$ cat config.mk
export PLATFORM = sky130hd
export DESIGN_NAME = sto_sym_aligner
export DESIGN_NICKNAME = d
export VERILOG_FILES = /design/src/rtl/sto_sym_aligner.sv
export SDC_FILE = /design/constraint.sdc
export NUM_CORES = 1
export LEC_CHECK = 0
export CAP_MARGIN = 20
export CORE_ASPECT_RATIO = 1.4
export CORE_UTILIZATION = 58
export DETAILED_ROUTE_END_ITERATION = 10
export PLACE_DENSITY_LB_ADDON = 0.3
export SETUP_SLACK_MARGIN = 0.1
export SLEW_MARGIN = 40
export SYNTH_ARGS = -nofsm -noshare
export SYNTH_HDL_FRONTEND = slang
export SYNTH_SLANG_ARGS = --single-unit
$ cat constraint.sdc
create_clock -name clk -period 3.7 [get_ports clk]
set_clock_uncertainty 0.05 [all_clocks]
set_input_delay 0.37 -clock clk [delete_from_list [all_inputs] [get_ports clk]]
set_output_delay 0.37 -clock clk [all_outputs]
set_load 0.05 [all_outputs]
$ cat src/rtl/sto_sym_aligner.sv
// sto_sym_aligner: drops est_STO leading samples after arming, then per OFDM
// symbol strips Ng cyclic-prefix samples and forwards Nfft useful samples,
// tagged with start/end strobes, to the FFT. Runs symbol after symbol until
// re-armed by sto_valid or reset.
module sto_sym_aligner #(
    parameter int DW  = 9,
    parameter int SCW = 8
) (
    input  logic              clk,
    input  logic              rst_n,
    input  logic              sto_valid,
    input  logic [11:0]       est_STO,
    input  logic [11:0]       Nfft,
    input  logic [11:0]       Ng,
    input  logic              in_valid,
    input  logic [DW-1:0]     in_re,
    input  logic [DW-1:0]     in_im,
    output logic              out_valid,
    output logic [DW-1:0]     out_re,
    output logic [DW-1:0]     out_im,
    output logic              sym_start,
    output logic              sym_end,
    output logic [SCW-1:0]    sym_cnt,
    output logic              busy,
    output logic              err_cfg
);

    typedef enum logic [1:0] {
        IDLE = 2'd0,
        SKIP = 2'd1,
        CP   = 2'd2,
        DATA = 2'd3
    } state_t;

    state_t       r_state;
    state_t       w_state_nxt;
    logic [11:0]  r_cnt;
    logic [11:0]  w_cnt_nxt;
    logic [11:0]  r_nfft;
    logic [11:0]  r_ng;
    logic [12:0]  w_len_sum;
    logic         w_cfg_bad;
    logic         w_fwd;
    logic         w_start;
    logic         w_end;

    assign w_len_sum = {1'b0, Nfft} + {1'b0, Ng};
    assign w_cfg_bad = (Nfft == '0) || ({1'b0, est_STO} >= w_len_sum);
    assign busy      = (r_state != IDLE);

    // Next-state / down-counter logic; sto_valid overrides any sample in the same cycle
    always_comb begin
        w_state_nxt = r_state;
        w_cnt_nxt   = r_cnt;
        w_fwd       = 1'b0;
        w_start     = 1'b0;
        w_end       = 1'b0;
        if (sto_valid) begin
            if (w_cfg_bad) begin
                w_state_nxt = IDLE;
                w_cnt_nxt   = '0;
            end else if (est_STO != '0) begin
                w_state_nxt = SKIP;
                w_cnt_nxt   = est_STO - 12'd1;
            end else if (Ng != '0) begin
                w_state_nxt = CP;
                w_cnt_nxt   = Ng - 12'd1;
            end else begin
                w_state_nxt = DATA;
                w_cnt_nxt   = Nfft - 12'd1;
            end
        end else if (in_valid) begin
            case (r_state)
                SKIP: begin
                    if (r_cnt == '0) begin
                        if (r_ng != '0) begin
                            w_state_nxt = CP;
                            w_cnt_nxt   = r_ng - 12'd1;
                        end else begin
                            w_state_nxt = DATA;
                            w_cnt_nxt   = r_nfft - 12'd1;
                        end
                    end else begin
                        w_cnt_nxt = r_cnt - 12'd1;
                    end
                end
                CP: begin
                    if (r_cnt == '0) begin
                        w_state_nxt = DATA;
                        w_cnt_nxt   = r_nfft - 12'd1;
                    end else begin
                        w_cnt_nxt = r_cnt - 12'd1;
                    end
                end
                DATA: begin
                    w_fwd   = 1'b1;
                    w_start = (r_cnt == r_nfft - 12'd1);
                    w_end   = (r_cnt == '0);
                    if (r_cnt == '0) begin
                        if (r_ng != '0) begin
                            w_state_nxt = CP;
                            w_cnt_nxt   = r_ng - 12'd1;
                        end else begin
                            w_state_nxt = DATA;
                            w_cnt_nxt   = r_nfft - 12'd1;
                        end
                    end else begin
                        w_cnt_nxt = r_cnt - 12'd1;
                    end
                end
                default: ;
            endcase
        end
    end

    // State and sample counter registers
    always_ff @(posedge clk or negedge rst_n) begin
        if (!rst_n) begin
            r_state <= IDLE;
            r_cnt   <= '0;
        end else begin
            r_state <= w_state_nxt;
            r_cnt   <= w_cnt_nxt;
        end
    end

    // Configuration latch, frozen between arms
    always_ff @(posedge clk or negedge rst_n) begin
        if (!rst_n) begin
            r_nfft <= '0;
            r_ng   <= '0;
        end else if (sto_valid) begin
            r_nfft <= Nfft;
            r_ng   <= Ng;
        end
    end

    // Output stage: one-cycle latency, data held while out_valid is low
    always_ff @(posedge clk or negedge rst_n) begin
        if (!rst_n) begin
            out_valid <= 1'b0;
            out_re    <= '0;
            out_im    <= '0;
            sym_start <= 1'b0;
            sym_end   <= 1'b0;
            err_cfg   <= 1'b0;
        end else begin
            out_valid <= w_fwd;
            sym_start <= w_start;
            sym_end   <= w_end;
            err_cfg   <= sto_valid && w_cfg_bad;
            if (w_fwd) begin
                out_re <= in_re;
                out_im <= in_im;
            end
        end
    end

    // Completed-symbol counter, visible together with sym_end
    always_ff @(posedge clk or negedge rst_n) begin
        if (!rst_n) begin
            sym_cnt <= '0;
        end else if (sto_valid) begin
            sym_cnt <= '0;
        end else if (w_fwd && w_end) begin
            sym_cnt <= sym_cnt + 1'b1;
        end
    end

endmodule

# --- Word level (Yosys, flattened, before mapping) ---
# Index checks and enable logic that the tools add are counted.
totals:
  elab_cells: 70
  regBits: 68
  in_bits: 58
  output_inout_bits: 31
classes:
  reduce_logical: 15
  addsub: 8
  magnitude_cmp: 1
  n_eq_ne: 6
  n_mux: 29
op_table:
  columns: ["cell", "n"]
  rows:
  - ["2-to-1 mux 12 bit", 8]
  - ["subtractor 12 x 1 -> 12 bit (second input constant)", 6]
  - ["nonzero test 12 bit", 3]
  - ["logical NOT 12 bit", 2]
  - ["case mux 12 bit (2 select lines)", 1]
  - ["2-to-1 mux 8 bit", 2]
  - ["adder 12 x 12 -> 13 bit", 1]
  - ["greater-or-equal comparator 12 x 13 -> 1 bit", 1]
  - ["== test 12 bit", 1]
  - ["2-to-1 mux 2 bit", 6]
  - ["2-to-1 mux 1 bit", 11]
  - ["adder 8 x 1 -> 8 bit (second input constant)", 1]
  - ["nonzero test 2 bit", 3]
  - ["== test 2 bit (second input constant)", 2]
  - ["case mux 2 bit (2 select lines)", 1]
  - ["AND reduction 4 bit", 1]
  - ["!= test 3 x 1 -> 1 bit (second input constant)", 1]
  - ["!= test 3 bit (second input constant)", 1]
  - ["nonzero test 3 bit", 1]
  - ["== test 2 x 1 -> 1 bit (second input constant)", 1]
  - ["logical AND 1 bit", 2]
  - ["AND reduction 2 bit", 1]
  - ["OR reduction 2 bit", 1]
  - ["logical OR 1 bit", 1]

# --- Longest topological paths before layout ---
depth:
  depth_word: 7
  mapped_depth: 18
  depth_no_buf: 18

# --- Worst setup path before layout ---
# No wires, ideal clock.
synth_path:
  path_type: "input to register"
  start: "input Nfft[0]"
  end: "register r_cnt[3]"
  path_buffers: 0
  cell_stages: 16
  required_time_ns: 3.554
  slack_ns: -0.048
  arrival_time_ns: 3.602
  setup_time_ns: 0.096
  cell_sequence: "ha_1 -> inv_1 -> fa_1 -> nor2b_1 -> o31a_1 -> o311a_1 -> o21ai_0 -> nand2b_1 -> a311o_1 -> nand3_1 -> ha_1 -> a21o_1 -> a211o_1 -> o31ai_1 -> a21oi_1 -> o31ai_1"
synth_via:
  elab_chain_len: 5
  word_cells_on_any_way: 9
  cone_classes: "2 x add/sub; 1 x order compare; 4 x mux; 2 x reduce/logical"
synth_rtl:
  columns: ["item", "line_no", "source"]
  rows:
  - ["start, declared", "13", "input logic [11:0] Nfft,"]
  - ["adder 12 x 12 -> 13 bit or subtractor 12 x 1 -> 12 bit (tied branches)", "47, 70", null]
  - ["greater-or-equal comparator 12 x 13 -> 1 bit or 2-to-1 mux 12 bit (tied branches)", "48, 65", null]
  - ["logical OR 1 bit or 2-to-1 mux 12 bit (tied branches)", "48, 62", null]
  - ["2-to-1 mux 12 bit (*)", "59", "if (w_cfg_bad) begin"]
  - ["2-to-1 mux 12 bit (*)", "58", "if (sto_valid) begin"]
  - ["end signal, assigned", "123", "r_cnt <= w_cnt_nxt;"]
  - ["end, declared", "37", "logic [11:0] r_cnt;"]
# Mark *: on every way between the ends. The rest lies on a longest branch, timed or not.
# A chain may end at the register's enable or synchronous reset.

# --- Worst setup path after layout ---
layout_path:
  start: "input Ng[3]"
  end: "register r_cnt[5]"
layout_via:
  elab_chain_len: 5
  word_cells_on_any_way: 9
  cone_classes: "2 x add/sub; 1 x order compare; 4 x mux; 2 x reduce/logical"
layout_rtl:
  columns: ["item", "line_no", "source"]
  rows:
  - ["start, declared", "14", "input logic [11:0] Ng,"]
  - ["adder 12 x 12 -> 13 bit (tied with other cells)", "47", "assign w_len_sum = {1'b0, Nfft} + {1'b0, Ng};"]
  - ["greater-or-equal comparator 12 x 13 -> 1 bit or 2-to-1 mux 12 bit (tied branches)", "48, 65", null]
  - ["logical OR 1 bit or 2-to-1 mux 12 bit (tied branches)", "48, 62", null]
  - ["2-to-1 mux 12 bit (*)", "59", null]
  - ["2-to-1 mux 12 bit (*)", "58", null]
# Marks and branches as above.

==> results.tsv <==
metric	value	unit
Final Worst Setup Slack	0.0931	ns
initial DRC count	485	
DP HPWL	11700	um
via/cell ratio	6.29	
CTS Buf Count	9	
Worst Tran Pin Value	0.808	ns
syn avg cell area	8.58	um^2
worst skew pair latency	0.33	ns
Post-DRT Antenna Nets	0	
Wirelength per Cell	18.7	um
post-place setup slack	-0.719	ns
number of non-filler instances in the completed layout	833	
CTS root buf	clkbuf_16	
Met1 Wirelength	5580	um
count leader, synth	nand2_1	
FF-to-FF path depth	9	
Die H	113	um
initial antenna violation count	0	
hold slack	-0.00992	ns
first-pass GRT wire length	25600	um
die span in x	80.9	um
top post-synthesis cells by area	dfrtp_1, ha_1, nand2_1	
CTS Buffer Depth	2	
final hold vios	14	
CTS tree	built	
Post-synth EDFFs	0	
Cell Pwr Density	473	nW/um^2
GPL Wtd Cong	0.931	
post-synthesis cell count	590	
Antenna diodes	0	
leak pwr	3.01	nW
Die ar.	9110	um^2
Data arrival, critical path	3.77	ns
CP Cell Sequence	dlygate4sd2_1 > ha_1 > o21a_1 > o31a_1 > o311a_1 > o21ai_1 > nand2b_1 > a311o_1 > nand3_1 > ha_1 > buf_4 > o21ai_1 > nand2b_1 > a21oi_1 > nor3_2 > o31ai_4 > buf_6 > a21o_1 > a221o_1	
CP endpoint kind	register	
area share of the largest cell type after synthesis	33.6	%
failing checks	negative hold slack	
Total GRT Usage	36.7	%
Post-Syn Area	5060	um^2
synth unique cells	64	
Yosys reg bits	68	
DR WL met2	8130	um
Worst VDD drop	485	uV
drt pass-1 iters	5	
clock tree sinks	68	
site row count	39	
WP data required	3.87	ns
Layout area overhead	34.3	%
Reg2Reg Setup Slack	0.73	ns
grt ovf	0	
Critical Path Slowest Stage Cell	o311a_1	
Fmax achieved	0.277	GHz
WP buf/inv	3	
core area	8300	um^2
Main synth FF type	dfrtp_1	
DR top layer	met4	
Max-cap violations	0	
pin count of the biggest net entering global routing	48	
WS Path Type	in2reg	
ys async rst share	100	%
Reg-to-Reg Start	r_ng[0]$_DFFE_PN0P_	
Post-Syn Nets	679	
nets	815	
final wirelength	15600	um
PortBufs	88	
Ys Warns	0	
drt drc	0	
slew margin rel.	46.1	%
Final Max Tran Viols	0	
fin crit period	3.61	ns
cell taking the most area after synthesis	dfrtp_1	
Via Count	5236	
worst-path fanout max	5	
DR WL met3	844	um
Starting Density	61.0	%
Post-synth top cells	nand2_1, dfrtp_1, nor2_1	
clock-pin transition on the worst setup and hold timing paths	0.06	ns
Worst path max stage delay	0.34	ns
Final setup viols	0	
Startpoint Class	input port	
DP Cell Count	806	
RSZ-0062 raised after global routing	true	
Reg-to-Reg End	r_cnt[10]$_DFFE_PN0P_	
final core utilization	81.9	%
sequential area share after synthesis	33.6	%
status	finished with violations	
Worst path top cell family by delay	compound AO/OA/AOI/OAI gates	
Hold Path Class	in2async	
I/O Pins	89	
H-tree Lvls	3	
number of global-route vias before repair	5431	
fraction of layout instances using a drive strength above 1	17.6	%
Final Cycle Share	97.5	%
[cell type report]
class | count | area (um^2)
multi-input cells | 484 | 3310
fillers | 505 | 1500
repair buffers | 143 | 1290
well taps | 102 | 128
inverters | 20 | 75.1
flip-flops and latches | 68 | 1700
clock buffers | 11 | 233
clock inverters | 5 | 52.6
[registers in the layout, indices dropped and copies added (netlist names)]
signal / flops
sym_cnt: 8
sym_start: 1
out_im: 9
r_ng: 12
r_state: 2
out_re: 9
out_valid: 1
r_nfft: 12
sym_end: 1
err_cfg: 1
r_cnt: 12
[routing by layer]
| layer | vias up | global-route usage (%) |
|---|---|---|
| li1 | 2408 | - |
| met4 | 0 | 25.1 |
| met1 | 2458 | 38.9 |
| met5 | - | 0 |
| met3 | 94 | 6.83 |
| met2 | 276 | 63.8 |
[cell usage in the layout, fill, tap and decap left out, types with 5 or more instances in the layout]
master,count
a21o_1,11
a21oi_1,27
a31oi_1,5
and2_1,7
buf_4,54
clkbuf_16,9
clkdlybuf4s50_1,76
dfrtp_1,68
dlygate4sd2_1,5
ha_1,27
inv_1,17
mux2_2,22
mux2i_1,8
nand2_1,88
nand3_1,11
nor2_1,57
nor2b_1,5
nor3_1,13
nor3b_1,5
nor4_1,15
o21ai_0,25
o21ai_1,8
o22ai_1,5
or2_2,7
or4_1,5
xnor2_1,20
xor2_1,28
[how the worst max path moves through the flow]
stage | start | endpoint | slack (ns) | depth (start not counted)
finish | Ng[3] | r_cnt[5]$_DFFE_PN0P_ | 0.09 | 19
global route | Ng[3] | err_cfg$_DFF_PN0_ | -0.004 | 17
CTS | Nfft[1] | r_cnt[5]$_DFFE_PN0P_ | 0.11 | 19
detailed placement | Nfft[0] | r_cnt[3]$_DFFE_PN0P_ | -0.72 | 17
global placement | Nfft[0] | r_cnt[3]$_DFFE_PN0P_ | -0.49 | 17
floorplan | Nfft[0] | r_cnt[3]$_DFFE_PN0P_ | 0.14 | 16
[through the flow]
stage	power (W)	TNS, ns	hold slack (ns)	cell area, um^2
after floorplan	0.00185	0	0.0244	5080
after global routing	0.00337	-0.00778	0.0308	6800
after CTS	0.00318	0	0.00400	6760
final	0.00321	0	-0.00992	6800
after global placement	0.00226	-6.29	0.408	6340
after detailed placement	0.00231	-9.88	0.361	6340
[logic make-up (layout without fill, tap and decap cells)]
group,count (synthesis),count (layout),share of synthesized area (%)
and+or+nand+nor,242,242,23.1
adders and majority gates,31,31,7.81
AOI/OAI and AO/OA,132,133,17.7
muxes,30,30,6.48
DFF,68,68,33.6
buffers and inverters,39,179,3.04
xor gates and xnor gates,48,48,8.31
[timing repair]
item                                    CTS  global route
cloned                                    1             0
hold buffers                              0             0
setup buffers                             8             2
resized for setup                        44            11
pin swaps                                19            15
endpoints found under the setup margin   15            15
[power breakdown]
part	switching, W	internal [W]
logic	0.000785	0.000563
clock network	0.000304	0.000517
registers	0.000153	0.000890
total	0.00124	0.00197
Power figures use the tool's default switching activity.
